==> src/rtl/rca_serial_add_ctrl.sv <==
// -----------------------------------------------------------------------------
// rca_serial_add_ctrl
//
// Purpose
//   Adds or subtracts two WIDTH-bit operands by time-sharing one 4-bit
//   ripple-carry adder (rca_4). One nibble is processed per cycle, LSB
//   first. The carry between nibbles is kept in a register. This costs
//   latency but saves area compared with a full-width adder.
//   The block sits between an operand producer and a result consumer.
//   Both sides use a valid/ready handshake.
//
// Parameters
//   WIDTH   operand/result width; must be a multiple of 4 and >= 8
//   NIB     (derived) number of nibble passes per operation = WIDTH/4
//
// Ports
//   clk        in   1      single clock, rising edge
//   rst        in   1      synchronous, active-high reset
//   in_valid   in   1      a, b, cin, sub are valid
//   in_ready   out  1      block can accept an operation (IDLE)
//   a          in   WIDTH  operand A
//   b          in   WIDTH  operand B
//   cin        in   1      carry-in for add; ignored when sub=1
//   sub        in   1      1: A - B (A + ~B + 1), 0: A + B + cin
//   out_valid  out  1      sum/cout/ovf are valid (DONE)
//   out_ready  in   1      consumer accepts the result
//   sum        out  WIDTH  result, modulo 2^WIDTH
//   cout       out  1      carry out of bit WIDTH-1 (for sub: 1 = no borrow)
//   ovf        out  1      two's-complement signed overflow
//   busy       out  1      high while nibble passes are running (RUN)
//
// Timing
//   A handshake at edge T raises out_valid at edge T+NIB.
//   When out_ready is held high, one operation completes every NIB+2 cycles.
// -----------------------------------------------------------------------------

// 4-bit ripple-carry adder: the only arithmetic in the design.
//   a, b   in   4   addends
//   cin    in   1   carry-in
//   s      out  4   sum
//   cout   out  1   carry-out of bit 3
module rca_4 (
  input  logic [3:0] a,
  input  logic [3:0] b,
  input  logic       cin,
  output logic [3:0] s,
  output logic       cout
);

  logic ripple;

  // NOTE: every signal written in an always_comb block is given a value
  //       at the top. A path that leaves a signal unassigned would infer a latch.
  always_comb begin
    s      = '0;
    ripple = cin;
    for (int i = 0; i < 4; i++) begin
      s[i]   = a[i] ^ b[i] ^ ripple;
      ripple = (a[i] & b[i]) | (ripple & (a[i] ^ b[i]));
    end
    cout = ripple;
  end

endmodule

module rca_serial_add_ctrl #(
  parameter int WIDTH = 16
) (
  input  logic             clk,
  input  logic             rst,
  input  logic             in_valid,
  output logic             in_ready,
  input  logic [WIDTH-1:0] a,
  input  logic [WIDTH-1:0] b,
  input  logic             cin,
  input  logic             sub,
  output logic             out_valid,
  input  logic             out_ready,
  output logic [WIDTH-1:0] sum,
  output logic             cout,
  output logic             ovf,
  output logic             busy
);

  localparam int NIB   = WIDTH / 4;
  localparam int IDX_W = (NIB > 1) ? $clog2(NIB) : 1;
  localparam int MSB   = WIDTH - 1;
  localparam logic [IDX_W-1:0] IDX_LAST = IDX_W'(NIB - 1);

  typedef enum logic [1:0] {
    IDLE = 2'd0,
    RUN  = 2'd1,
    DONE = 2'd2
  } state_t;

  state_t           state_q, state_d;
  logic [WIDTH-1:0] a_q,     a_d;      // latched operand A
  logic [WIDTH-1:0] b_q,     b_d;      // latched B, already inverted for sub
  logic             carry_q, carry_d;  // carry between nibble passes
  logic [IDX_W-1:0] idx_q,   idx_d;    // nibble currently being added
  logic [WIDTH-1:0] sum_q,   sum_d;
  logic             cout_q,  cout_d;
  logic             ovf_q,   ovf_d;

  // Bit offset of the current nibble. Concatenation keeps the width exact.
  logic [IDX_W+1:0] nib_lsb;
  logic [3:0]       rca_sum;
  logic             rca_cout;

  assign nib_lsb = {idx_q, 2'b00};

  rca_4 u_rca_4 (
    .a    (a_q[nib_lsb +: 4]),
    .b    (b_q[nib_lsb +: 4]),
    .cin  (carry_q),
    .s    (rca_sum),
    .cout (rca_cout)
  );

  // Next-state and datapath updates.
  always_comb begin
    state_d = state_q;
    a_d     = a_q;
    b_d     = b_q;
    carry_d = carry_q;
    idx_d   = idx_q;
    sum_d   = sum_q;
    cout_d  = cout_q;
    ovf_d   = ovf_q;

    case (state_q)
      IDLE: begin
        if (in_valid) begin
          // Subtraction is done as A + ~B + 1. The +1 enters as the
          // first-pass carry, so the adder itself never knows about sub.
          a_d     = a;
          b_d     = sub ? ~b : b;
          carry_d = sub ? 1'b1 : cin;
          idx_d   = '0;
          state_d = RUN;
        end
      end

      RUN: begin
        sum_d[nib_lsb +: 4] = rca_sum;
        carry_d             = rca_cout;
        if (idx_q == IDX_LAST) begin
          // The overflow check uses the live adder output for the top nibble.
          // sum_q does not hold that nibble yet.
          cout_d  = rca_cout;
          ovf_d   = (a_q[MSB] == b_q[MSB]) && (rca_sum[3] != a_q[MSB]);
          idx_d   = '0;
          state_d = DONE;
        end else begin
          idx_d = idx_q + 1'b1;
        end
      end

      DONE: begin
        if (out_ready) begin
          state_d = IDLE;
        end
      end

      default: state_d = IDLE;
    endcase
  end

  // NOTE: sequential state uses non-blocking assignments only. All flops
  //       then update together from the values held before the edge.
  always_ff @(posedge clk) begin
    if (rst) begin
      state_q <= IDLE;
      a_q     <= '0;
      b_q     <= '0;
      carry_q <= 1'b0;
      idx_q   <= '0;
      sum_q   <= '0;
      cout_q  <= 1'b0;
      ovf_q   <= 1'b0;
    end else begin
      state_q <= state_d;
      a_q     <= a_d;
      b_q     <= b_d;
      carry_q <= carry_d;
      idx_q   <= idx_d;
      sum_q   <= sum_d;
      cout_q  <= cout_d;
      ovf_q   <= ovf_d;
    end
  end

  // The handshake and status outputs decode the state directly.
  // They therefore take their reset values on the same edge as the state.
  assign in_ready  = (state_q == IDLE);
  assign out_valid = (state_q == DONE);
  assign busy      = (state_q == RUN);
  assign sum       = sum_q;
  assign cout      = cout_q;
  assign ovf       = ovf_q;

endmodule

==> config.mk <==
export PLATFORM = sky130hd
export DESIGN_NAME = rca_serial_add_ctrl
export DESIGN_NICKNAME = d
export VERILOG_FILES = /design/src/rtl/rca_serial_add_ctrl.sv
export SDC_FILE = /design/constraint.sdc
export NUM_CORES = 1
export LEC_CHECK = 0
export CAP_MARGIN = 20
export CORE_UTILIZATION = 41
export DETAILED_ROUTE_END_ITERATION = 12
export HOLD_SLACK_MARGIN = 0.05
export PLACE_DENSITY_LB_ADDON = 0.12
export SLEW_MARGIN = 20
export SYNTH_ARGS = -nofsm -noshare
export SYNTH_HDL_FRONTEND = slang
export SYNTH_SLANG_ARGS = --single-unit
==> constraint.sdc <==
create_clock -name clk -period 4.2 [get_ports clk]
set_clock_uncertainty 0.05 [all_clocks]
set_input_delay 0.63 -clock clk [delete_from_list [all_inputs] [get_ports clk]]
set_output_delay 0.63 -clock clk [all_outputs]
set_load 0.02 [all_outputs]
# [After elaboration in Yosys (flattened, before gate mapping)]
# Index checks and enable logic that the tools add are counted.
[word_totals] elab_cells=62 output_inout_bits=21 reg_bits=55
[op_classes] addsub=2 reduce_logical=7 n_bitwise=21 n_eq_ne=8 mux=12 shifts=4
[op_table] operator="$shiftx A16 B5 Y4" count=2
[op_table] operator="$bwmux W16" count=1
[op_table] operator="$mux W16" count=1
[op_table] operator="$not A16 Y16" count=1
[op_table] operator="$shift A4 B6 Y16 const A" count=1
[op_table] operator="$shiftx A4 B6 Y16" count=1
[op_table] operator="$mux W2" count=5
[op_table] operator="$and A1 B1 Y1" count=8
[op_table] operator="$xor A1 B1 Y1" count=8
[op_table] operator="$neg A4 Y6" count=1
[op_table] operator="$pmux W2 S3" count=1
[op_table] operator="$reduce_and A2 Y1" count=3
[op_table] operator="$eq A2 B2 Y1 const B" count=2
[op_table] operator="$ne A2 B1 Y1 const B" count=2
[op_table] operator="$or A1 B1 Y1" count=4
[op_table] operator="$pmux W2 S2" count=1
[op_table] operator="$reduce_and A3 Y1" count=1
[op_table] operator="$add A2 B1 Y2 const B" count=1
[op_table] operator="$eq A2 B1 Y1 const B" count=1
[op_table] operator="$logic_not A2 Y1" count=1
[op_table] operator="$mux W1" count=2
[op_table] operator="$ne A2 B2 Y1 const B" count=1
[op_table] operator="$pmux W1 S2" count=1
[op_table] operator="$reduce_bool A2 Y1" count=1
[op_table] operator="3 further kinds" count=3

# [Depth between registers and ports, before layout]
[logic_depth] word_depth=11 mapped_depth=13 ltp_nobuf=12

# [Modules after synthesis]
# A second synthesis with hierarchy kept.
[hier_totals] hier_cells=287 area_unflattened_um2=2628.8
[by_module_without_submodules] mod="rca_serial_add_ctrl" area_per_inst_um2=2511.2 n_inst=1 seq_area_each_um2=1101.1 cells_each=273
[by_module_without_submodules] mod="rca_4" area_per_inst_um2=117.6 n_inst=1 seq_area_each_um2=0.0 cells_each=14

# [Least setup slack after synthesis]
# Ideal clock, no wire load.
[synth_timing] path_kind="reg-to-reg" startpoint="reg idx_q[1]" endpoint="reg ovf_q (netlist: ovf)" slack_ns=1.058 synth_period_minus_slack_ns=3.142 setup_time_ns=0.086 arrival_time_ns=3.006 path_stages_with_launch=14 n_path_buf=1 required_ns=4.064 path_cell_list="dfxtp_1 > buf_2 > mux4_2 > inv_1 > fa_1 > inv_1 > fa_1 > inv_1 > fa_1 > inv_1 > fa_1 > inv_1 > or3_1 > a211oi_1"
[synth_via] elab_chain_len=11 elab_cells_between_ends=20 classes_between="eq/ne: 2; shift: 2; bitwise: 14; reduce/logical: 2"
[synth_rtl] element="from (decl)" line="100" rtl="logic [IDX_W-1:0] idx_q, idx_d;"
[synth_rtl] element="from (signal assigned)" line="186" rtl="idx_q <= idx_d;"
[synth_rtl] element="$shiftx A16 B5 Y4 (on tied branches)" line="113, 114"
[synth_rtl] element="$xor A1 B1 Y1" line="59" rtl="ripple = (a[i] & b[i]) | (ripple & (a[i] ^ b[i]));"
[synth_rtl] element="$and A1 B1 Y1" line="59"
[synth_rtl] element="$or A1 B1 Y1" line="59"
[synth_rtl] element="$and A1 B1 Y1" line="59"
[synth_rtl] element="$or A1 B1 Y1" line="59"
[synth_rtl] element="$and A1 B1 Y1" line="59"
[synth_rtl] element="$or A1 B1 Y1" line="59"
[synth_rtl] element="$xor A1 B1 Y1" line="58" rtl="s[i] = a[i] ^ b[i] ^ ripple;"
[synth_rtl] element="$ne A1 B1 Y1" line="151" rtl="ovf_d = (a_q[MSB] == b_q[MSB]) && (rca_sum[3] != a_q[MSB]);"
[synth_rtl] element="$logic_and A1 B1 Y1" line="151"
[synth_rtl] element="to (signal assigned)" line="189" rtl="ovf_q <= ovf_d;"
[synth_rtl] element="to (decl)" line="103" rtl="logic ovf_q, ovf_d;"
# Several ways; a longest one is shown, not always the timed one.
# A chain may end at the register's enable or synchronous reset.

# [Final worst setup path]
# Ends and elaborated chain as after synthesis.

==> qor.csv <==
metric;value;unit
fmaxAchievable;304;MHz
muxShareOfSynthArea;7.24;%
cp_num_cells;12;
wl_per_cell;13.2;um
cts_tree;yes;
timing.rr.end;ovf;
fin_tns_setup;0;ns
p_int;0.789;mW
cts-root-buf;clkbuf_8;
nets;379;
numPortBuffers;58;
drv_cap;0;
grt_usage;18.2;%
rows;28;
synth_edf_count;0;
critPathArrivalTime;3.46;ns
drcViolationCount;0;
cts_buffer_depth;2;
syn_nets;331;
layout_common_cells;clkdlybuf4s50_1, dfxtp_1, nand2_1, a21oi_1, nor2_1;
area_growth;27.0;%
numCtsBuffers;5;
worstRegToRegCells;12;
synth_top_area_share;41.9;%
tightest_slew;1.06;ns
r2r-start;idx_q[1];
fin_area;3340;sq um
finalWirelength;5370;um
reg2reg_setup_slack;0.92;ns
synth_area;2630;sq um
cp-start-kind;register;
grt_overflow;0;
relSlewSlack;29.1;%
power_frac_clock;27.1;%
hold_path.class;reg -> reg;
clock-sinks;55;
power_density;323;nW/um^2
die-area;6730;sq um
htree_levels;2;
endpoint;ovf;
synth_top_area_cell;dfxtp_1;
combPwrFrac;20.0;%
cts_resized;0;
vias;2050;
synth_ff_type;dfxtp_1;
die_w;82.1;um
finalWeightedCongestion;0.801;
viasPerCell;5.05;
ioPinCount;59;
first_pass_iters;4;
clk_pin_slew_worst_paths;0.10;ns
path_delay_family;adder cells;
placedInstanceArea;3250;sq um
synth_compound_area_share;15.4;%
worst-setup-path-type;reg -> reg;
crit_fanout;8;
final_max_slew_viol_count;0;
grt_pass1_wl;9110;um
placed_cells;399;
antenna_found_initial;0;
final_hold_viol_count;0;
timing.critical_path.buf_inv;5;
syn-instance-count;283;
rsz0062_at_grt;false;
power;1.08;mW
ir_worst_vdd;0.157;mV
static-leakage-power;1.18;nW
drt_iter0_drc;64;
seqPwrFrac;52.9;%
synth-simple-area-share;19.0;%
cp_common_cell;inv_1;
yosys_warnings;0;
mostFrequentLayoutCell;clkdlybuf4s50_1;
synthXorXnorAreaFrac;5.33;%
period_needed;3.28;ns
setup_viol;0;
outcome;finished, final reports clean;
postCtsSetupRepairBufs;0;
layout-drive-gt1-share;7.85;%
coreArea;6060;sq um
die_y;82.1;um
async_flop_share;0;%
grt_pass1_vias;1874;
switching_share;26.8;%
synth.avg_cell_area;9.28;sq um
diodes;0;
clk_latency;0.31;ns
critPathCaptureType;register;
finalCritPeriodShare;78.2;%
synth_cell_types;37;
grt_max_degree;61;
p_sw;0.289;mW
crit_chain;mux4_2 > inv_1 > fa_1 > inv_1 > fa_1 > inv_1 > fa_1 > inv_1 > fa_1 > inv_1 > or3_1 > a211oi_1;
required;4.38;ns
crit_start;idx_q[1];
ys_seq_elements;55;
initial_core_util;43.4;%
synth_top_family_by_area;simple AND/OR/NAND/NOR gates;
slowest_stage;fa_1;
seq_area_frac_synth;41.9;%
ys_top_cells_by_area;dfxtp_1, mux4_2, nand2_1;
ant_nets;0;
cp_slowest_stage_delay;0.56;ns
hpwl;3940;um
synth_fa_ha_area_share;5.90;%
cts_hold_buf;0;
fin_cells;406;
==> area by class of cell <==
type,count,area (sq um)
fillers,579,2730
multi-input cells,195,1390
flip-flops and latches,55,1100
repair buffers,61,611
well taps,75,93.8
clock buffers,6,82.6
inverters,13,48.8
clock inverters,1,5.00
==> power groups by stage <==
stage,clock (mW),combinational (mW),sequential [mW]
after global routing,0.324,0.239,0.574
after detailed placement,0,0.218,0.583
final,0.292,0.215,0.570
after global placement,0,0.216,0.582
after floorplan,0,0.140,0.578
after CTS,0.298,0.219,0.570
==> cells by family after synthesis <==
kind of cell,after synthesis
simple gates,101
compound gates,59
flops,55
buf+inv,33
xor+xnor,16
fa+ha+maj,10
mux,9
==> flip-flops by register name, summed over array words and instances, names as in the netlist <==
| signal | cells |
|---|---|
| a_q | 16 |
| b_q | 16 |
| carry_q | 1 |
| cout | 1 |
| idx_q | 2 |
| ovf | 1 |
| state_q | 2 |
| sum | 16 |
==> worst min-delay path: cells and delay by family (launching register included) <==
family | cells | cell delay (ns)
flip-flops | 1 | 0.32
AND/OR/NAND/NOR | 1 | 0.05
AO/OA/AOI/OAI | 1 | 0.05
==> through the flow <==
stage | setup slack [ns] | utilization [%] | hold WS [ns]
4_1_cts | 0.874 | 55.0 | 0.410
2_1_floorplan | 1.06 | - | 0.383
6_report | 0.915 | 55.0 | 0.406
5_1_grt | 0.648 | 55.0 | 0.427
3_5_place_dp | 0.887 | 53.6 | 0.397
3_3_place_gp | 0.962 | 53.6 | 0.393
==> synthesized netlist by cell type (6+ instances only) <==
| cell type | count |
|---|---|
| buf_2 | 8 |
| ha_1 | 6 |
| mux4_2 | 8 |
| nand2b_1 | 6 |
| a211oi_1 | 17 |
| nand2_1 | 43 |
| dfxtp_1 | 55 |
| clkbuf_1 | 10 |
| nor2_1 | 25 |
| inv_1 | 13 |
| xnor2_1 | 16 |
| a21oi_1 | 29 |
==> how the worst min path moves through the flow <==
| stage | from | endpoint | cells past startpoint |
|---|---|---|---|
| after floorplan | a_q[10] | a_q[10] | 2 |
| after CTS | sum[8] | sum[8] | 2 |
| after detailed placement | sum[8] | sum[8] | 2 |
| final | sum[8] | sum[8] | 2 |
| after global routing | sum[6] | sum[6] | 2 |
| after global placement | sum[8] | sum[8] | 2 |
==> metal layers <==
| metal | up-vias | GRT usage, % | share of wire [%] |
|---|---|---|---|
| li1 | 1071 | - | - |
| met4 | 0 | 5.96 | 1.5 |
| met5 | - | 0 | 0 |
| met3 | 8 | 4.11 | 2.9 |
| met2 | 39 | 29.8 | 48 |
| met1 | 932 | 23.5 | 47 |
Note: power is estimated with default switching activity, not from simulation.
